$ cat src/rtl/mem_arb_pkg.sv
// Shared definitions for the memory port arbiter: FSM states, read-owner tags
// and default bus widths.
package mem_arb_pkg;

  localparam int DEF_AW = 8;
  localparam int DEF_DW = 16;
  localparam int CNT_W  = 4;

  typedef enum logic {
    ARB  = 1'b0,
    LOCK = 1'b1
  } arb_state_e;

  typedef enum logic {
    OWN_CPU = 1'b0,
    OWN_DBG = 1'b1
  } owner_e;

endpackage

$ cat src/rtl/mem_port_arbiter_if.sv
// Bundle of the CPU, debug and memory-side signals around the arbiter.
// The slave modport is the arbiter's view; master is the environment's view.
interface mem_port_arbiter_if #(
  parameter int AW = 8,
  parameter int DW = 16
);

  logic          cpu_req;
  logic          cpu_wr;
  logic [AW-1:0] cpu_addr;
  logic [DW-1:0] cpu_wdata;
  logic          cpu_gnt;
  logic          cpu_rvalid;
  logic [DW-1:0] cpu_rdata;
  logic          cpu_stall;

  logic          dbg_req;
  logic          dbg_wr;
  logic [AW-1:0] dbg_addr;
  logic [DW-1:0] dbg_wdata;
  logic          dbg_lock;
  logic          dbg_gnt;
  logic          dbg_rvalid;
  logic [DW-1:0] dbg_rdata;

  logic          mem_rd;
  logic          mem_wr;
  logic [AW-1:0] mem_addr;
  logic [DW-1:0] mem_wdata;
  logic [DW-1:0] mem_rdata;

  logic          locked;

  modport slave (
    input  cpu_req, cpu_wr, cpu_addr, cpu_wdata,
    input  dbg_req, dbg_wr, dbg_addr, dbg_wdata, dbg_lock,
    input  mem_rdata,
    output cpu_gnt, cpu_rvalid, cpu_rdata, cpu_stall,
    output dbg_gnt, dbg_rvalid, dbg_rdata,
    output mem_rd, mem_wr, mem_addr, mem_wdata,
    output locked
  );

  modport master (
    output cpu_req, cpu_wr, cpu_addr, cpu_wdata,
    output dbg_req, dbg_wr, dbg_addr, dbg_wdata, dbg_lock,
    output mem_rdata,
    input  cpu_gnt, cpu_rvalid, cpu_rdata, cpu_stall,
    input  dbg_gnt, dbg_rvalid, dbg_rdata,
    input  mem_rd, mem_wr, mem_addr, mem_wdata,
    input  locked
  );

endinterface

$ cat src/rtl/mem_port_arbiter_router.sv
// Read-return router: remembers who owns the read issued this cycle and
// steers the memory's next-cycle data to that owner; the other side holds.
module read_return_router
  import mem_arb_pkg::*;
#(
  parameter int DW = DEF_DW
) (
  input  logic          clk,
  input  logic          rst,
  input  logic          i_issue,
  input  owner_e        i_owner,
  input  logic [DW-1:0] i_mem_rdata,
  output logic          o_cpu_rvalid,
  output logic [DW-1:0] o_cpu_rdata,
  output logic          o_dbg_rvalid,
  output logic [DW-1:0] o_dbg_rdata
);

  logic          r_pend;
  owner_e        r_owner;
  logic [DW-1:0] r_cpu_hold;
  logic [DW-1:0] r_dbg_hold;
  logic          w_cpu_rv;
  logic          w_dbg_rv;

  // Tag pipeline and per-owner hold registers for the last returned word.
  always_ff @(posedge clk) begin
    if (rst) begin
      r_pend     <= 1'b0;
      r_owner    <= OWN_CPU;
      r_cpu_hold <= {DW{1'b0}};
      r_dbg_hold <= {DW{1'b0}};
    end else begin
      r_pend  <= i_issue;
      r_owner <= i_owner;
      if (w_cpu_rv) begin
        r_cpu_hold <= i_mem_rdata;
      end else begin
        r_cpu_hold <= r_cpu_hold;
      end
      if (w_dbg_rv) begin
        r_dbg_hold <= i_mem_rdata;
      end else begin
        r_dbg_hold <= r_dbg_hold;
      end
    end
  end

  // A tag left over from before reset must never surface as a valid.
  always_comb begin
    w_cpu_rv = 1'b0;
    w_dbg_rv = 1'b0;
    if (!rst && r_pend) begin
      w_cpu_rv = (r_owner == OWN_CPU);
      w_dbg_rv = (r_owner == OWN_DBG);
    end else begin
      w_cpu_rv = 1'b0;
      w_dbg_rv = 1'b0;
    end
  end

  assign o_cpu_rvalid = w_cpu_rv;
  assign o_dbg_rvalid = w_dbg_rv;
  assign o_cpu_rdata  = rst ? {DW{1'b0}} : (w_cpu_rv ? i_mem_rdata : r_cpu_hold);
  assign o_dbg_rdata  = rst ? {DW{1'b0}} : (w_dbg_rv ? i_mem_rdata : r_dbg_hold);

endmodule

$ cat src/rtl/mem_port_arbiter.sv
// Two-requester arbiter for the single memory port: CPU has fixed priority,
// debug gets a forced slot after STARVE_LIMIT contested losses, and can lock the bus.
module mem_port_arbiter
  import mem_arb_pkg::*;
#(
  parameter int AW           = DEF_AW,
  parameter int DW           = DEF_DW,
  parameter int STARVE_LIMIT = 4
) (
  input logic               clk,
  input logic               rst,
  mem_port_arbiter_if.slave bus
);

  localparam logic [CNT_W-1:0] LIMIT = CNT_W'(STARVE_LIMIT);

  arb_state_e       r_state;
  arb_state_e       w_state_nxt;
  logic [CNT_W-1:0] r_starve_cnt;
  logic [CNT_W-1:0] w_cnt_nxt;
  logic             w_cpu_gnt;
  logic             w_dbg_gnt;
  logic             w_mem_rd;
  logic             w_mem_wr;
  logic [AW-1:0]    w_mem_addr;
  logic [DW-1:0]    w_mem_wdata;
  logic             w_rd_issue;
  owner_e           w_rd_owner;

  // FSM state and starvation counter.
  always_ff @(posedge clk) begin
    if (rst) begin
      r_state      <= ARB;
      r_starve_cnt <= {CNT_W{1'b0}};
    end else begin
      r_state      <= w_state_nxt;
      r_starve_cnt <= w_cnt_nxt;
    end
  end

  // Grant decision and next state; nothing is granted while reset is held.
  always_comb begin
    w_state_nxt = r_state;
    w_cnt_nxt   = r_starve_cnt;
    w_cpu_gnt   = 1'b0;
    w_dbg_gnt   = 1'b0;
    if (rst) begin
      w_state_nxt = ARB;
      w_cnt_nxt   = {CNT_W{1'b0}};
    end else begin
      case (r_state)
        ARB: begin
          if (bus.cpu_req && bus.dbg_req) begin
            if (r_starve_cnt == LIMIT) begin
              w_dbg_gnt = 1'b1;
              w_cnt_nxt = {CNT_W{1'b0}};
            end else begin
              w_cpu_gnt = 1'b1;
              w_cnt_nxt = r_starve_cnt + {{(CNT_W-1){1'b0}}, 1'b1};
            end
          end else if (bus.cpu_req) begin
            w_cpu_gnt = 1'b1;
            w_cnt_nxt = {CNT_W{1'b0}};
          end else if (bus.dbg_req) begin
            w_dbg_gnt = 1'b1;
            w_cnt_nxt = {CNT_W{1'b0}};
          end else begin
            w_cnt_nxt = {CNT_W{1'b0}};
          end
          if (w_dbg_gnt && bus.dbg_lock) begin
            w_state_nxt = LOCK;
          end else begin
            w_state_nxt = ARB;
          end
        end
        LOCK: begin
          w_dbg_gnt = bus.dbg_req;
          w_cnt_nxt = {CNT_W{1'b0}};
          if (bus.dbg_lock) begin
            w_state_nxt = LOCK;
          end else begin
            w_state_nxt = ARB;
          end
        end
        default: begin
          w_state_nxt = ARB;
          w_cnt_nxt   = {CNT_W{1'b0}};
        end
      endcase
    end
  end

  // Command mux: the winner drives the memory port, otherwise it idles at zero.
  always_comb begin
    w_mem_rd    = 1'b0;
    w_mem_wr    = 1'b0;
    w_mem_addr  = {AW{1'b0}};
    w_mem_wdata = {DW{1'b0}};
    w_rd_owner  = OWN_CPU;
    if (w_cpu_gnt) begin
      w_mem_rd    = ~bus.cpu_wr;
      w_mem_wr    = bus.cpu_wr;
      w_mem_addr  = bus.cpu_addr;
      w_mem_wdata = bus.cpu_wdata;
      w_rd_owner  = OWN_CPU;
    end else if (w_dbg_gnt) begin
      w_mem_rd    = ~bus.dbg_wr;
      w_mem_wr    = bus.dbg_wr;
      w_mem_addr  = bus.dbg_addr;
      w_mem_wdata = bus.dbg_wdata;
      w_rd_owner  = OWN_DBG;
    end else begin
      w_rd_owner  = OWN_CPU;
    end
  end

  assign w_rd_issue = w_mem_rd;

  read_return_router #(
    .DW (DW)
  ) u_router (
    .clk          (clk),
    .rst          (rst),
    .i_issue      (w_rd_issue),
    .i_owner      (w_rd_owner),
    .i_mem_rdata  (bus.mem_rdata),
    .o_cpu_rvalid (bus.cpu_rvalid),
    .o_cpu_rdata  (bus.cpu_rdata),
    .o_dbg_rvalid (bus.dbg_rvalid),
    .o_dbg_rdata  (bus.dbg_rdata)
  );

  assign bus.cpu_gnt   = w_cpu_gnt;
  assign bus.dbg_gnt   = w_dbg_gnt;
  assign bus.mem_rd    = w_mem_rd;
  assign bus.mem_wr    = w_mem_wr;
  assign bus.mem_addr  = w_mem_addr;
  assign bus.mem_wdata = w_mem_wdata;
  assign bus.cpu_stall = bus.cpu_req && !w_cpu_gnt && !rst;
  assign bus.locked    = (r_state == LOCK) && !rst;

endmodule

$ cat src/flat_wrapper.sv
// flat-port wrapper written by rule: the top's interface ports become plain ports
module mem_port_arbiter_flat import mem_arb_pkg::*;
#(
  parameter int AW           = DEF_AW,
  parameter int DW           = DEF_DW,
  parameter int STARVE_LIMIT = 4
)
  (clk, rst, bus_cpu_req, bus_cpu_wr, bus_cpu_addr, bus_cpu_wdata, bus_dbg_req, bus_dbg_wr, bus_dbg_addr, bus_dbg_wdata, bus_dbg_lock, bus_mem_rdata, bus_cpu_gnt, bus_cpu_rvalid, bus_cpu_rdata, bus_cpu_stall, bus_dbg_gnt, bus_dbg_rvalid, bus_dbg_rdata, bus_mem_rd, bus_mem_wr, bus_mem_addr, bus_mem_wdata, bus_locked);
  mem_port_arbiter_if #(.AW(AW), .DW(DW)) bus_i ();
  input logic clk;
  input logic rst;
  input wire logic [$bits(bus_i.cpu_req)-1:0] bus_cpu_req;
  input wire logic [$bits(bus_i.cpu_wr)-1:0] bus_cpu_wr;
  input wire logic [$bits(bus_i.cpu_addr)-1:0] bus_cpu_addr;
  input wire logic [$bits(bus_i.cpu_wdata)-1:0] bus_cpu_wdata;
  input wire logic [$bits(bus_i.dbg_req)-1:0] bus_dbg_req;
  input wire logic [$bits(bus_i.dbg_wr)-1:0] bus_dbg_wr;
  input wire logic [$bits(bus_i.dbg_addr)-1:0] bus_dbg_addr;
  input wire logic [$bits(bus_i.dbg_wdata)-1:0] bus_dbg_wdata;
  input wire logic [$bits(bus_i.dbg_lock)-1:0] bus_dbg_lock;
  input wire logic [$bits(bus_i.mem_rdata)-1:0] bus_mem_rdata;
  output wire logic [$bits(bus_i.cpu_gnt)-1:0] bus_cpu_gnt;
  output wire logic [$bits(bus_i.cpu_rvalid)-1:0] bus_cpu_rvalid;
  output wire logic [$bits(bus_i.cpu_rdata)-1:0] bus_cpu_rdata;
  output wire logic [$bits(bus_i.cpu_stall)-1:0] bus_cpu_stall;
  output wire logic [$bits(bus_i.dbg_gnt)-1:0] bus_dbg_gnt;
  output wire logic [$bits(bus_i.dbg_rvalid)-1:0] bus_dbg_rvalid;
  output wire logic [$bits(bus_i.dbg_rdata)-1:0] bus_dbg_rdata;
  output wire logic [$bits(bus_i.mem_rd)-1:0] bus_mem_rd;
  output wire logic [$bits(bus_i.mem_wr)-1:0] bus_mem_wr;
  output wire logic [$bits(bus_i.mem_addr)-1:0] bus_mem_addr;
  output wire logic [$bits(bus_i.mem_wdata)-1:0] bus_mem_wdata;
  output wire logic [$bits(bus_i.locked)-1:0] bus_locked;
  assign bus_i.cpu_req = bus_cpu_req;
  assign bus_i.cpu_wr = bus_cpu_wr;
  assign bus_i.cpu_addr = bus_cpu_addr;
  assign bus_i.cpu_wdata = bus_cpu_wdata;
  assign bus_i.dbg_req = bus_dbg_req;
  assign bus_i.dbg_wr = bus_dbg_wr;
  assign bus_i.dbg_addr = bus_dbg_addr;
  assign bus_i.dbg_wdata = bus_dbg_wdata;
  assign bus_i.dbg_lock = bus_dbg_lock;
  assign bus_i.mem_rdata = bus_mem_rdata;
  assign bus_cpu_gnt = bus_i.cpu_gnt;
  assign bus_cpu_rvalid = bus_i.cpu_rvalid;
  assign bus_cpu_rdata = bus_i.cpu_rdata;
  assign bus_cpu_stall = bus_i.cpu_stall;
  assign bus_dbg_gnt = bus_i.dbg_gnt;
  assign bus_dbg_rvalid = bus_i.dbg_rvalid;
  assign bus_dbg_rdata = bus_i.dbg_rdata;
  assign bus_mem_rd = bus_i.mem_rd;
  assign bus_mem_wr = bus_i.mem_wr;
  assign bus_mem_addr = bus_i.mem_addr;
  assign bus_mem_wdata = bus_i.mem_wdata;
  assign bus_locked = bus_i.locked;
  mem_port_arbiter #(.AW(AW), .DW(DW), .STARVE_LIMIT(STARVE_LIMIT)) u_core (.clk(clk), .rst(rst), .bus(bus_i));
endmodule
$ cat config.mk
export PLATFORM = sky130hd
export DESIGN_NAME = mem_port_arbiter_flat
export DESIGN_NICKNAME = d
export VERILOG_FILES = /design/src/rtl/mem_arb_pkg.sv /design/src/rtl/mem_port_arbiter_if.sv /design/src/rtl/mem_port_arbiter_router.sv /design/src/rtl/mem_port_arbiter.sv /design/src/flat_wrapper.sv
export SDC_FILE = /design/constraint.sdc
export NUM_CORES = 1
export LEC_CHECK = 0
export CORE_ASPECT_RATIO = 1.4
export CORE_MARGIN = 5
export CORE_UTILIZATION = 36
export CTS_CLUSTER_DIAMETER = 40
export DETAILED_ROUTE_END_ITERATION = 8
export PLACE_DENSITY = 0.84
export SYNTH_ARGS = -nofsm -noshare
export SYNTH_HDL_FRONTEND = slang
export SYNTH_SLANG_ARGS = --single-unit
$ cat constraint.sdc
create_clock -name clk -period 1.8 [get_ports clk]
set_clock_uncertainty 0.05 [all_clocks]
set_input_delay 0.18 -clock clk [delete_from_list [all_inputs] [get_ports clk]]
set_output_delay 0.18 -clock clk [all_outputs]
set_load 0.01 [all_outputs]
==> run summary, run 1 <==
crit path kind -> reg2out
number of synthesized flops with an enable pin -> 0
H-tree depth -> 2
final worst slack -> -0.196 ns
Die Y -> 97.8 um
Ys Warns -> 0
CP cell instances -> inv_2 > ha_4 > nand3b_1 > buf_6 > o21ai_4 > buf_6 > clkbuf_16 > o32ai_2 > buf_2
Psw -> 568 uW
# Max-Cap Violations -> 0
Max Clk Rate -> 0.501 GHz
post-DP HPWL -> 5230 um
Hold Path Class -> in2reg
Static Leak -> 1.85 nW
Initial DRC Count -> 67
clock power share -> 33.0%
Synth cell types -> 29
clock latency on the worst-skew pair -> 0.28 ns
dpl cells -> 469
detailed-route wire length per cell -> 15.7 um
total CTS buffers -> 5
failing checks -> setup timing
Clock Sinks -> 39
share of cells above drive strength 1 -> 34.3%
Combinational Power Share -> 27.1%
Starting Density -> 36.4%
CP startpoint kind -> flop
most used cell, CP -> buf_6
Final Hold Fails -> 0
Adder-Cell Fraction of Synth Area -> 1.26%
register area share after synthesis -> 39.4%
initial antenna violation count -> 0
core area -> 5450 um^2
RSZ-0062 raised after global routing -> yes
max-slew violations -> 0
largest net degree at the start of global routing -> 33
outcome -> finished with violations
Max VDD drop -> 0.892 mV
complex-gate fraction of the synthesized area -> 21.1%
post-synth net total -> 336
first-pass GRT wire length -> 11900 um
final cell count without fillers -> 502
vias in the first global route -> 2451
# diodes -> 0
Seq cells post-synth -> 39
Post-Synthesis Cells -> 263
final setup fails -> 28
final net count -> 506
internal power -> 1.68 mW
Max Buffers Root-to-Sink -> 2
Post-DRT Antenna Nets -> 0
gr ovfl total -> 0
# hold bufs at CTS -> 0
Tot GR Track Use -> 20.8%
number of remaining DRC errors -> 0
fraction of registers with async set/reset -> 0%
critical path arrival -> 1.77 ns
top_reg_cell synth -> dfxtp_1
Layout area overhead -> 94.5%
Total Power -> 2.25 mW
drt pass-1 iters -> 6
Syn Area/Cell -> 7.54 um^2
synthesized area -> 1980 um^2
Synth top area share -> 39.4%
routability cong. -> 0.740
vias -> 2468
die outline width -> 72.7 um
XOR/XNOR Fraction of Synth Area -> 0.883%
pwr/cell area -> 584 nW/um^2
crit path time final -> 2.00 ns
Switching Share -> 25.2%
TritonCTS clock tree -> yes
Area contributors post-synth -> dfxtp_1, nand2_1, o32ai_2
routed vias/inst -> 4.92
FP Rows -> 32
Sequential Power Share -> 39.9%
CP bufs+invs -> 5
Slew headroom -> 80.1%
top cells by count, synth -> nand2_1, dfxtp_1, inv_1
hold slack -> 0.356 ns
WL final -> 7890 um
critical path's slowest cell -> dfxtp_2
worst slew pin tran -> 0.299 ns
Synth area leader -> dfxtp_1
Worst-path clk slew -> 0.07 ns
top-count cell post-synth -> nand2_1
Port Buffer Count -> 134
nature of the critical path endpoint -> output port
worst-path fanout max -> 5
CP max stage delay -> 0.32 ns
Ports -> 135
multiplexer share of the synthesized area -> 0%
Layout Utilization -> 70.8%
simple-gate share of the synthesized area -> 26.1%
die area -> 7110 um^2
clock root buffer -> clkbuf_8
largest family of logic cells by synthesized area -> simple AND/OR/NAND/NOR gates
critical path's top delay family -> buffers and inverters
fin crit share -> 111%
required time worst endpoint -> 1.57 ns
metal layers:
layer | share of wire, % | routed length, um | up-vias | global-route usage (%)
met5 | 0 | 0 | - | 0
met4 | 1.4 | 110 | 0 | 5.97
met3 | 8.8 | 696 | 9 | 6.18
met2 | 53 | 4180 | 108 | 37.5
met1 | 37 | 2900 | 1139 | 22.9
li1 | - | - | 1212 | -
kinds of logic (layout without fill, tap and decap cells):
family,Yosys count,count (layout)
simple gates,121,121
buf+inv,52,223
compound gates,47,47
flops,39,39
fa+ha+maj,2,2
xor+xnor,2,2
worst register-to-register path, stage by stage (launching register included):
cell	delay, ns
dfxtp_2	0.32
inv_2	0.06
ha_4	0.12
nand3b_1	0.11
buf_6	0.15
o21ai_4	0.19
buf_6	0.15
buf_4	0.10
buf_4	0.09
o32ai_1	0.07
state kept, by name, summed over array words and instances (netlist names):
| name | cells |
|---|---|
| u_core.r_starve_cnt | 4 |
| u_core.r_state | 1 |
| u_core.u_router.r_dbg_hold | 16 |
| u_core.u_router.r_cpu_hold | 16 |
| u_core.u_router.r_owner | 1 |
| u_core.u_router.r_pend | 1 |
per-stage QoR:
stage | area, um^2 | setup slack, ns | TNS, ns
2_1_floorplan | 1980 | 0.215 | 0
3_3_place_gp | 3590 | -0.385 | -19.74
3_5_place_dp | 3590 | -0.495 | -21.13
4_1_cts | 3770 | -0.220 | -5.51
5_1_grt | 3860 | -0.292 | -7.16
6_report | 3860 | -0.196 | -4.42
power by group through the flow:
stage	registers (mW)	logic [mW]	clock network, mW
final	0.898	0.610	0.744
after global routing	0.900	0.654	0.801
after CTS	0.897	0.578	0.760
after detailed placement	0.919	0.560	0
after global placement	0.917	0.551	0
after floorplan	0.917	0.206	0
area by class of cell:
cell class | instances | area [um^2]
Sequential cell | 39 | 788
Clock inverter | 2 | 35.0
Fill cell | 427 | 1590
Clock buffer | 6 | 82.6
Multi-Input combinational cell | 172 | 1120
Tap cell | 68 | 85.1
Timing Repair Buffer | 184 | 1630
Inverter | 31 | 116
final timing paths:
| path | start | slack, ns | end | cells after the start |
|---|---|---|---|---|
| max reg2reg | u_core.r_starve_cnt[1] | 0.28 | u_core.u_router.r_pend | 9 |
| max | u_core.r_starve_cnt[1] | -0.20 | bus_mem_wdata[6] | 9 |
| min reg2reg | u_core.u_router.r_cpu_hold[2] | 0.41 | u_core.u_router.r_cpu_hold[2] | 2 |
| min | rst | 0.36 | u_core.u_router.r_owner | 4 |
layout by cell type, fill, tap and decap left out, types with 3 or more instances in the layout:
cell	count
o32ai_1	10
o21ai_1	9
dlygate4sd2_1	5
nand3_1	17
buf_2	44
o21ai_2	7
dfxtp_1	35
clkdlybuf4s15_1	7
clkdlybuf4s50_1	70
clkbuf_2	7
buf_6	11
inv_2	3
clkbuf_8	6
inv_1	27
buf_12	8
dfxtp_2	3
buf_4	30
nand2_1	87
o32ai_2	15
nor2_1	7
repair_timing:
item	4_1_cts	5_1_grt
setup buffers	19	6
gates cloned	3	1
pin swaps	3	6
setup endpoints to repair	64	60
resized for setup	238	52
Note: power is estimated with default switching activity, not from simulation.
==> run 2: changes to the inputs <==
CORE_ASPECT_RATIO = 1.1   (was 1.4)
clock period = 2 ns   (was 1.8 ns; I/O delays follow)
==> run 2 against run 1 <==
Against the previous run:
- the run still ends with setup timing left
- cell count fell by 0.60%
- worst hold slack improved by 0.057 ns
- setup slack better by 0.087 ns
- routed wire length shrank 0.24%
- utilization is 1.6 points higher
- sequential cell count unchanged
- register-to-register slack improved by 0.27 ns
- via count down 1.2%
- critical path type unchanged
==> run summary, run 2 (same netlist as run 1, synthesis figures left out) <==
outcome -> finished with violations (unchanged)
failing checks -> setup timing (unchanged)
Worst-path clk slew -> 0.07 ns (about the same)
Sequential Power Share -> 39.6% (was 39.9%)
CP startpoint kind -> flop (unchanged)
vias in the first global route -> 2515 (was 2451)
CP max stage delay -> 0.32 ns (about the same)
pre-CTS setup slack -> -0.287 ns (was -0.495 ns)
Design Area, Final -> 3880 um^2 (was 3860 um^2)
final worst slack -> -0.109 ns (was -0.196 ns)
hold slack -> 0.413 ns (was 0.356 ns)
first-pass GRT wire length -> 11700 um (was 11900 um)
Post-Route Setup TNS -> -1.46 ns (was -4.42 ns)
Starting Density -> 37.0% (was 36.4%)
RSZ-0062 raised after global routing -> yes (unchanged)
# diodes -> 0 (unchanged)
Layout Utilization -> 72.5% (was 70.8%)
crit path time final -> 2.11 ns
Clock Sinks -> 39 (unchanged)
die outline width -> 80.8 um (was 72.7 um)
worst-path fanout max -> 5 (unchanged)
required time worst endpoint -> 1.75 ns (was 1.57 ns)
WL final -> 7870 um (was 7890 um)
Reg area -> 786 um^2 (was 788 um^2)
dpl cells -> 473 (was 469)
met3 WL post-DR -> 911 um (was 696 um)
most common cell after layout, fill and taps aside -> nand2_1 (unchanged)
CP Depth -> 11 (was 9)
Final Hold Fails -> 0 (unchanged)
Port Buffer Count -> 134 (unchanged)
critical path's slowest cell -> dfxtp_2 (unchanged)
core area -> 5360 um^2 (was 5450 um^2)
clock root buffer -> clkbuf_8 (unchanged)
TritonCTS clock tree -> yes (unchanged)
Filler cells -> 405 (was 427)
Post-DRT Antenna Nets -> 0 (unchanged)
routability cong. -> 0.752 (was 0.740)
Die Y -> 87.8 um (was 97.8 um)
final setup fails -> 22 (was 28)
Reg2Reg Depth -> 6 (was 9)
Ports -> 135 (unchanged)
Total Power -> 2.05 mW (was 2.25 mW)
clock power share -> 33.3% (was 33.0%)
routed vias/inst -> 4.89 (was 4.92)
FP Rows -> 28 (was 32)
commonest non-fill, non-tap cells in the layout -> nand2_1, clkdlybuf4s50_1, dfxtp_1 (was nand2_1, clkdlybuf4s50_1, buf_2)
Max VDD drop -> 0.616 mV (was 0.892 mV)
detailed-route wire length per cell -> 15.8 um (was 15.7 um)
max-slew violations -> 0 (unchanged)
Hold Path Class -> reg2reg (was in2reg)
drt pass-1 iters -> 4 (was 6)
# Max-Cap Violations -> 0 (unchanged)
Max Clk Rate -> 0.474 GHz
CP bufs+invs -> 7 (was 5)
Switching Share -> 25.4% (was 25.2%)
internal power -> 1.53 mW (was 1.68 mW)
final cell count without fillers -> 499 (was 502)
initial antenna violation count -> 0 (unchanged)
crit path kind -> reg2out (unchanged)
post-DP HPWL -> 5150 um (was 5230 um)
clock latency on the worst-skew pair -> 0.29 ns (was 0.28 ns)
Top Metal Used -> met4 (unchanged)
share of cells above drive strength 1 -> 26.2% (was 34.3%)
Static Leak -> 1.93 nW (was 1.85 nW)
Max Buffers Root-to-Sink -> 2 (unchanged)
nature of the critical path endpoint -> output port (unchanged)
number of remaining DRC errors -> 0 (unchanged)
Tot GR Track Use -> 21.0% (was 20.8%)
largest net degree at the start of global routing -> 32 (was 33)
CP cell instances -> inv_2 > ha_4 > nand3b_1 > buf_6 > o21ai_4 > buf_12 > buf_12 > buf_16 > buf_6 > o32ai_2 > buf_2 (was inv_2 > ha_4 > nand3b_1 > buf_6 > o21ai_4 > buf_6 > clkbuf_16 > o32ai_2 > buf_2)
area of the multi-input gates -> 1070 um^2 (was 1120 um^2)
worst reg-to-reg setup slack -> 0.55 ns (was 0.28 ns)
H-tree depth -> 2 (unchanged)
Layout area overhead -> 95.9% (was 94.5%)
pwr/cell area -> 527 nW/um^2 (was 584 nW/um^2)
gr ovfl total -> 0 (unchanged)
worst slew pin tran -> 0.325 ns (was 0.299 ns)
largest registers -> u_core.u_router.r_cpu_hold: 16 flops, u_core.u_router.r_dbg_hold: 16 flops, u_core.r_starve_cnt: 4 flops (unchanged)
total CTS buffers -> 5 (unchanged)
Hold Path Depth -> 2 (was 4)
Combinational Power Share -> 27.1% (about the same)
critical path's top delay family -> buffers and inverters (unchanged)
Psw -> 520 uW (was 568 uW)
die area -> 7090 um^2 (was 7110 um^2)
DRT met1 WL -> 2820 um (was 2900 um)
# hold bufs at CTS -> 0 (unchanged)
Slew headroom -> 78.3% (was 80.1%)
Initial DRC Count -> 85 (was 67)
final net count -> 496 (was 506)
vias -> 2439 (was 2468)
critical path arrival -> 1.86 ns (was 1.77 ns)
met2 wire length -> 4000 um (was 4180 um)
area post-placement -> 3540 um^2 (was 3590 um^2)
fin crit share -> 105%
-- run 2: tightest hold or removal path, stage by stage (launching register included) --
cell,delay [ns]
dfxtp_1,0.30
nand2_1,0.06
o21ai_1,0.06
-- run 2: worst paths after layout --
| kind | from | to |
|---|---|---|
| hold / removal | u_core.u_router.r_cpu_hold[7] | u_core.u_router.r_cpu_hold[7] |
| setup reg to reg | u_core.r_starve_cnt[1] | u_core.u_router.r_pend |
| hold reg to reg | u_core.u_router.r_cpu_hold[7] | u_core.u_router.r_cpu_hold[7] |
| setup / recovery | u_core.r_starve_cnt[1] | bus_mem_wdata[9] |
-- run 2: timing repair --
action,in CTS,in global routing
endpoints found under the hold margin,0,0
setup endpoints to repair,63,46
pin swaps,4,5
gates cloned,3,2
buffers inserted,12,3
gates resized for setup,173,28
-- run 2: final cells by class --
type	count	share of cell area (%)
Multi-Input combinational cell	172	27.6
Clock inverter	2	0.902
Timing Repair Buffer	174	43.6
Clock buffer	6	2.13
Inverter	31	3.12
Tap cell	75	2.42
Sequential cell	39	20.2
-- run 2: layer usage --
metal | up-vias | GRT usage (%)
li1 | 1189 | -
met1 | 1127 | 21.1
met2 | 111 | 39.5
met3 | 12 | 8.54
met4 | 0 | 6.14
met5 | - | 0
-- run 2: power groups by stage --
stage / clock [mW] / sequential (mW) / combinational, mW
global route: 0.717 / 0.812 / 0.593
CTS: 0.689 / 0.810 / 0.527
detailed placement: 0 / 0.827 / 0.499
global placement: 0 / 0.826 / 0.492
floorplan: 0 / 0.825 / 0.185
finish: 0.682 / 0.811 / 0.555
==> run 3: changes to the inputs <==
ABC_AREA = 1   (was default)
CORE_UTILIZATION = 35   (was 36)
==> run 3 against run 2 <==
Against the previous run:
- the flow now finishes without violations
- largest cell class unchanged
- global-route usage shrank 1.2 points
- combinational power shrank 14%
- critical path depth shrank 3
- power shrank 3.2%
- critical endpoint unchanged
- sequential cell count is the same
- sequential share of layout area grew 1.5 points
- utilization shrank 4.7 points
- synthesized cell count shrank 1.1%
- first-iteration DRC count grew 14%
- largest power group unchanged
==> run summary, run 3 <==
vias in the first global route -> 2341 (was 2515)
largest registers -> u_core.u_router.r_cpu_hold: 16 flops, u_core.u_router.r_dbg_hold: 16 flops, u_core.r_starve_cnt: 4 flops (unchanged)
final setup fails -> 0 (was 22)
Synth top area share -> 41.1% (was 39.4%)
# diodes -> 0 (unchanged)
simple-gate share of the synthesized area -> 35.3% (was 26.1%)
nature of the critical path endpoint -> output port (unchanged)
largest family of logic cells by synthesized area -> simple AND/OR/NAND/NOR gates (unchanged)
CP Depth -> 8 (was 11)
met3 Usage GRT -> 7.45% (was 8.54%)
RSZ-0062 raised after global routing -> no (was yes)
clock latency on the worst-skew pair -> 0.29 ns (about the same)
die outline width -> 80.2 um (was 80.8 um)
# hold bufs at CTS -> 0 (unchanged)
Ys Warns -> 0 (unchanged)
Synth cell types -> 24 (was 29)
Reg2Reg Depth -> 7 (was 6)
Final Hold Fails -> 0 (unchanged)
crit path time final -> 1.91 ns (was 2.11 ns)
worst-path fanout max -> 11 (was 5)
clock power share -> 34.9% (was 33.3%)
total CTS buffers -> 5 (unchanged)
most common cell after layout, fill and taps aside -> clkdlybuf4s50_1 (was nand2_1)
CP endpoint -> bus_mem_wdata[9] (unchanged)
met1 usage -> 21.6% (was 21.1%)
Syn Area/Cell -> 7.31 um^2 (was 7.54 um^2)
detailed-route wire length per cell -> 15.1 um (was 15.8 um)
TritonCTS clock tree -> yes (unchanged)
outcome -> finished clean (was finished with violations)
fin crit share -> 95.4% (was 105%)
internal power -> 1.48 mW (was 1.53 mW)
Combinational Power Share -> 24.1% (was 27.1%)
CP cell instances -> inv_1 > ha_4 > nand3_2 > nand2_4 > buf_12 > nand3_1 > nand2_1 > dlygate4sd2_1 (was inv_2 > ha_4 > nand3b_1 > buf_6 > o21ai_4 > buf_12 > buf_12 > buf_16 > buf_6 > o32ai_2 > buf_2)
share of cells above drive strength 1 -> 14.2% (was 26.2%)
number of synthesized flops with an enable pin -> 0 (unchanged)
Synth area leader -> dfxtp_1 (unchanged)
worst slew pin tran -> 0.237 ns (was 0.325 ns)
Psw -> 500 uW (was 520 uW)
post-synth net total -> 333 (was 336)
Max VDD drop -> 0.553 mV (was 0.616 mV)
Switching Share -> 25.2% (was 25.4%)
gr ovfl total -> 0 (unchanged)
initial antenna violation count -> 0 (unchanged)
post-DP HPWL -> 5520 um (was 5150 um)
Seq cells post-synth -> 39 (unchanged)
CP bufs+invs -> 3 (was 7)
met2 layer usage reported by global route -> 35.4% (was 39.5%)
worst reg-to-reg setup slack -> 0.66 ns (was 0.55 ns)
required time worst endpoint -> 1.75 ns (about the same)
Hold Path Depth -> 1 (was 2)
clock root buffer -> clkbuf_8 (unchanged)
Max Buffers Root-to-Sink -> 2 (unchanged)
hold slack -> 0.382 ns (was 0.413 ns)
pre-CTS setup slack -> -0.164 ns (was -0.287 ns)
drt pass-1 iters -> 4 (unchanged)
crit path kind -> reg2out (unchanged)
commonest non-fill, non-tap cells in the layout -> clkdlybuf4s50_1, nand3_1, dlygate4sd2_1 (was nand2_1, clkdlybuf4s50_1, dfxtp_1)
Sequential Power Share -> 41.0% (was 39.6%)
final net count -> 480 (was 496)
number of remaining DRC errors -> 0 (unchanged)
top cells by count, synth -> nand3_1, dfxtp_1, nand2_1 (was nand2_1, dfxtp_1, inv_1)
critical path's top delay family -> buffers and inverters (unchanged)
Setup crit start -> u_core.r_starve_cnt[0] (was u_core.r_starve_cnt[1])
register area share after synthesis -> 41.1% (was 39.4%)
Worst-path clk slew -> 0.07 ns (about the same)
vias -> 2389 (was 2439)
CP startpoint kind -> flop (unchanged)
routed vias/inst -> 4.95 (was 4.89)
pwr/cell area -> 549 nW/um^2 (was 527 nW/um^2)
Hold Path Class -> reg2reg (unchanged)
die area -> 7000 um^2 (was 7090 um^2)
FP Rows -> 28 (unchanged)
multiplexer share of the synthesized area -> 0% (unchanged)
Total Power -> 1.98 mW (was 2.05 mW)
Ports -> 135 (unchanged)
reg2reg start -> u_core.r_starve_cnt[0] (was u_core.r_starve_cnt[1])
final worst slack -> 0.0928 ns (was -0.109 ns)
top_reg_cell synth -> dfxtp_1 (unchanged)
Filler cells -> 459 (was 405)
CP max stage delay -> 0.34 ns (was 0.32 ns)
Tot GR Track Use -> 19.8% (was 21.0%)
core area -> 5330 um^2 (was 5360 um^2)
Port Buffer Count -> 134 (unchanged)
Clock Sinks -> 39 (unchanged)
H-tree depth -> 2 (unchanged)
Starting Density -> 35.7% (was 37.0%)
Layout Utilization -> 67.8% (was 72.5%)
critical path's slowest cell -> dfxtp_2 (unchanged)
first-pass GRT wire length -> 11000 um (was 11700 um)
Area contributors post-synth -> dfxtp_1, nand3_1, nand4_1 (was dfxtp_1, nand2_1, o32ai_2)
Worst R2R End -> u_core.u_router.r_pend (unchanged)
fraction of registers with async set/reset -> 0% (unchanged)
XOR/XNOR Fraction of Synth Area -> 0.922% (was 0.883%)
top-count cell post-synth -> nand3_1 (was nand2_1)
Adder-Cell Fraction of Synth Area -> 1.32% (was 1.26%)
Post-DRT Antenna Nets -> 0 (unchanged)
Slew headroom -> 84.0% (was 78.3%)
Initial DRC Count -> 97 (was 85)
Layout area overhead -> 90.0% (was 95.9%)
max-slew violations -> 0 (unchanged)
Static Leak -> 1.76 nW (was 1.93 nW)
# Max-Cap Violations -> 0 (unchanged)
complex-gate fraction of the synthesized area -> 9.09% (was 21.1%)
WL final -> 7280 um (was 7870 um)
Post-Synthesis Cells -> 260 (was 263)
largest net degree at the start of global routing -> 34 (was 32)
critical path arrival -> 1.66 ns (was 1.86 ns)
GR peak layer -> met2 (unchanged)
synthesized area -> 1900 um^2 (was 1980 um^2)
Max Clk Rate -> 0.524 GHz (was 0.474 GHz)
Die Y -> 87.3 um (was 87.8 um)
routability cong. -> 0.771 (was 0.752)
-- run 3: changes by cell type after synthesis, moves of 3 or more --
cell      previous run  this run
nand2_1             89        30
nand3_1             17        61
nand4_1              1        26
o32ai_1             17         0
o21ai_0             14        27
o32ai_2             10         0
clkbuf_1             8         1
buf_2                9        12
-- run 3: power by group through the flow --
stage | Sequential, mW | Combinational, mW | Clock, mW
floorplan | 0.828 | 0.171 | 0
global placement | 0.830 | 0.497 | 0
detailed placement | 0.831 | 0.506 | 0
CTS | 0.813 | 0.469 | 0.707
global route | 0.815 | 0.516 | 0.753
finish | 0.813 | 0.478 | 0.692
-- run 3: how the worst min path moves through the flow --
stage	start	endpoint	slack, ns
global placement	u_core.r_starve_cnt[0]	u_core.r_starve_cnt[0]	0.39
global route	u_core.r_starve_cnt[0]	u_core.r_starve_cnt[0]	0.40
detailed placement	u_core.r_starve_cnt[0]	u_core.r_starve_cnt[0]	0.41
finish	u_core.r_starve_cnt[0]	u_core.r_starve_cnt[0]	0.38
CTS	u_core.r_starve_cnt[0]	u_core.r_starve_cnt[0]	0.39
floorplan	bus_dbg_lock	u_core.r_state	0.30
-- run 3: final cells by class --
class	instances	area, um^2	area share, %
clock buffer	6	82.6	2.29
sequential	39	783	21.7
tap	75	93.8	2.60
timing repair buffer	160	1570	43.4
inverter	31	119	3.29
clock inverter	2	38.8	1.07
multi-input combinational	170	926	25.7
-- run 3: worst reg2reg max path: cells and delay by family (launching register included) --
family / cells / cell delay [ns]
buffers and inverters: 3 / 0.41
DFF: 1 / 0.34
and+or+nand+nor: 3 / 0.28
adders and majority gates: 1 / 0.16
-- run 3: metrics by stage --
stage / instance area (um^2) / std cells / TNS [ns]
after global routing: 3610 / 483 / 0
after CTS: 3580 / 482 / 0
after floorplan: 1900 / 260 / 0
final: 3610 / 483 / 0
after global placement: 3480 / 472 / -4.04
after detailed placement: 3480 / 472 / -6.00
-- run 3: per-layer routing --
layer,share of wire [%],wire length [um],vias to the layer above
met5,0,0,-
met4,2.3,165,0
met3,13,927,17
met2,47,3440,127
met1,38,2750,1064
li1,-,-,1181
-- run 3: what timing repair did --
item,4_1_cts,5_1_grt
gates resized for setup,74,31
buffers inserted,1,0
cloned,1,1
pin swaps,2,1
setup endpoints to repair,61,31
-- run 3: kinds of logic after synthesis --
| group | after synthesis |
|---|---|
| AOI/OAI and AO/OA | 34 |
| xor gates and xnor gates | 2 |
| adders and majority gates | 2 |
| buffers and inverters | 51 |
| DFF | 39 |
| and+or+nand+nor | 132 |
==> edit: new RTL, settings of run 3 <==
Change the package constant `DEF_DW` from 16 to 32.
--- a/src/rtl/mem_arb_pkg.sv
+++ b/src/rtl/mem_arb_pkg.sv
@@ -3,7 +3,7 @@
 package mem_arb_pkg;
 
   localparam int DEF_AW = 8;
-  localparam int DEF_DW = 16;
+  localparam int DEF_DW = 32;
   localparam int CNT_W  = 4;
 
   typedef enum logic {
Interface: changed (6 resized); port bits go from 135 to 231. No check against the original RTL was run, so the function may have changed too.
==> edit against run 3 <==
Sequential cell count grew 32. Worst setup slack worse by 0.031 ns. Wire length grew 110%. Critical path type is now primary input to primary output. Maximum frequency fell by 1.6%. Largest power group unchanged. Sequential share of layout area grew 0.93 points. Final area is 75% higher. Area after synthesis up 73%. Total power is 79% higher.
==> edit: results (changes against run 3) <==
Run status -> finished, final reports clean
Vias -> 4,231 (+77%)
Mean area per synthesized cell -> 7.44 µm² (+1.9%)
GPL Wtd Cong -> 0.949 (+23%)
CP peak stage delay -> 0.52 ns (+0.18 ns)
Number of I/O port buffers -> 230 (+72%)
Drt first pass iters -> 4 (unchanged)
Inserted Diodes -> 0 (unchanged)
Clock transition at path regs -> 0.07 ns (about the same)
Highest-delay cell along the critical path -> clkdlybuf4s50_1
Largest regs -> u_core.u_router.r_cpu_hold x32, u_core.u_router.r_dbg_hold x32, u_core.r_starve_cnt x4
HPWL Detailed -> 10,500 µm (+90%)
Global-route usage over all layers -> 24.3% (+4.4 points)
# nets final -> 817 (+70%)
Crit path max fanout -> 7 (-4)
Syn. warnings -> 0 (unchanged)
Leak -> 2.99 nW (+70%)
Largest net degree at the start of global routing -> 34 (unchanged)
Layout cells sized above 1 -> 19.5% (+5.3 points)
CP delay by family, top -> buffers and inverters
Global-route wire length before repair -> 21,900 µm (+99%)
Worst Hold Class -> primary input to register
Fillers -> 784 (+71%)
Synth top area share -> 43.2% (+2.1 points)
WP data arrival -> 1.69 ns (+0.03 ns)
Worst-Skew Late Latency -> 0.34 ns (+0.05 ns)
Pre-CTS WS -> -0.305 ns (-0.140 ns)
Post-synthesis sequential area ratio -> 43.2% (+2.1 points)
Vias in the first global route -> 4,319 (+84%)
Clock root cell -> clkbuf_8
Synth cell count leaders -> nand3_1, dfxtp_1, o21ai_0
Detailed Route WL -> 15,300 µm (+110%)
Async set-reset flop share out of synthesis -> 0% (unchanged)
Antenna violations before repair -> 0 (unchanged)
Placed insts -> 782 (+66%)
Routed WL per cell -> 18.7 µm (+24%)
Peak VDD IR -> 0.567 mV (+2.5%)
Syn Nets -> 563 (+69%)
CTS H-tree depth -> 3 (+1)
Iter 0 DRT Violations -> 200 (+110%)
Worst rel slew slack -> 81.2% (-2.8 points)
Synth top area cells -> dfxtp_1, nand3_1, o21ai_0, nand4_1, nand2_1
CTS Buf Count -> 9 (+4)
Post-synthesis cell type count -> 22 (-8.3%)
-- edit: worst min-delay path: cells and delay by family --
kind / cells / cell delay, ns
buffers and inverters: 2 / 0.47
AOI/OAI and AO/OA: 1 / 0.08
-- edit: final cells by class --
cell class | instances | share of cell area [%]
clock buffers | 11 | 2.08
clock inverters | 5 | 1.31
inverters | 47 | 2.90
multi-input cells | 282 | 24.2
flip-flops and latches | 71 | 22.6
well taps | 117 | 2.32
repair buffers | 285 | 44.6
-- edit: logic make-up after synthesis --
kind of cell	Yosys count	synth area share (%)
flops	71	43.2
simple gates	212	32.0
buf+inv	89	13.4
compound gates	66	10.1
xor+xnor	2	0.533
fa+ha+maj	2	0.761
-- edit: what timing repair did --
action / 4_1_cts / 5_1_grt
resized for setup: 286 / 62
pin swaps: 5 / 4
endpoints found under the setup margin: 111 / 97
setup buffers: 9 / 2
cloned: 4 / 5
-- edit: final timing paths --
| check | start | to | slack [ns] | depth (start not counted) |
|---|---|---|---|---|
| worst max-delay path | bus_cpu_req | bus_mem_addr[7] | 0.06 | 9 |
| worst min-delay path | bus_mem_rdata[4] | u_core.u_router.r_cpu_hold[4] | 0.40 | 3 |
| worst max register to register | u_core.r_starve_cnt[1] | u_core.u_router.r_pend | 0.61 | 8 |
| worst min register to register | u_core.u_router.r_cpu_hold[14] | u_core.u_router.r_cpu_hold[14] | 0.43 | 2 |
-- edit: report_power, final --
part	switching (mW)	internal, mW
clock	0.526	0.705
combinational	0.383	0.463
sequential	0.0175	1.46
total	0.926	2.63
-- edit: through the flow --
stage / total power, mW / setup TNS [ns] / hold WS [ns] / cell area, µm²
after floorplan: 1.80 / 0 / 0.303 / 3290
after global placement: 2.35 / -21.37 / 0.428 / 5870
after detailed placement: 2.36 / -25.39 / 0.431 / 5870
after CTS: 3.57 / -0.302 / 0.373 / 6250
after global routing: 3.70 / -0.265 / 0.401 / 6310
final: 3.56 / 0 / 0.398 / 6310
-- edit: routing by layer --
layer / share of wire [%] / global-route usage [%] / vias to the layer above
met5: 0 / 0 / -
met4: 3.2 / 9.45 / 0
met3: 13 / 9.52 / 36
met2: 48 / 40.1 / 240
met1: 36 / 27.8 / 1931
li1: - / - / 2024
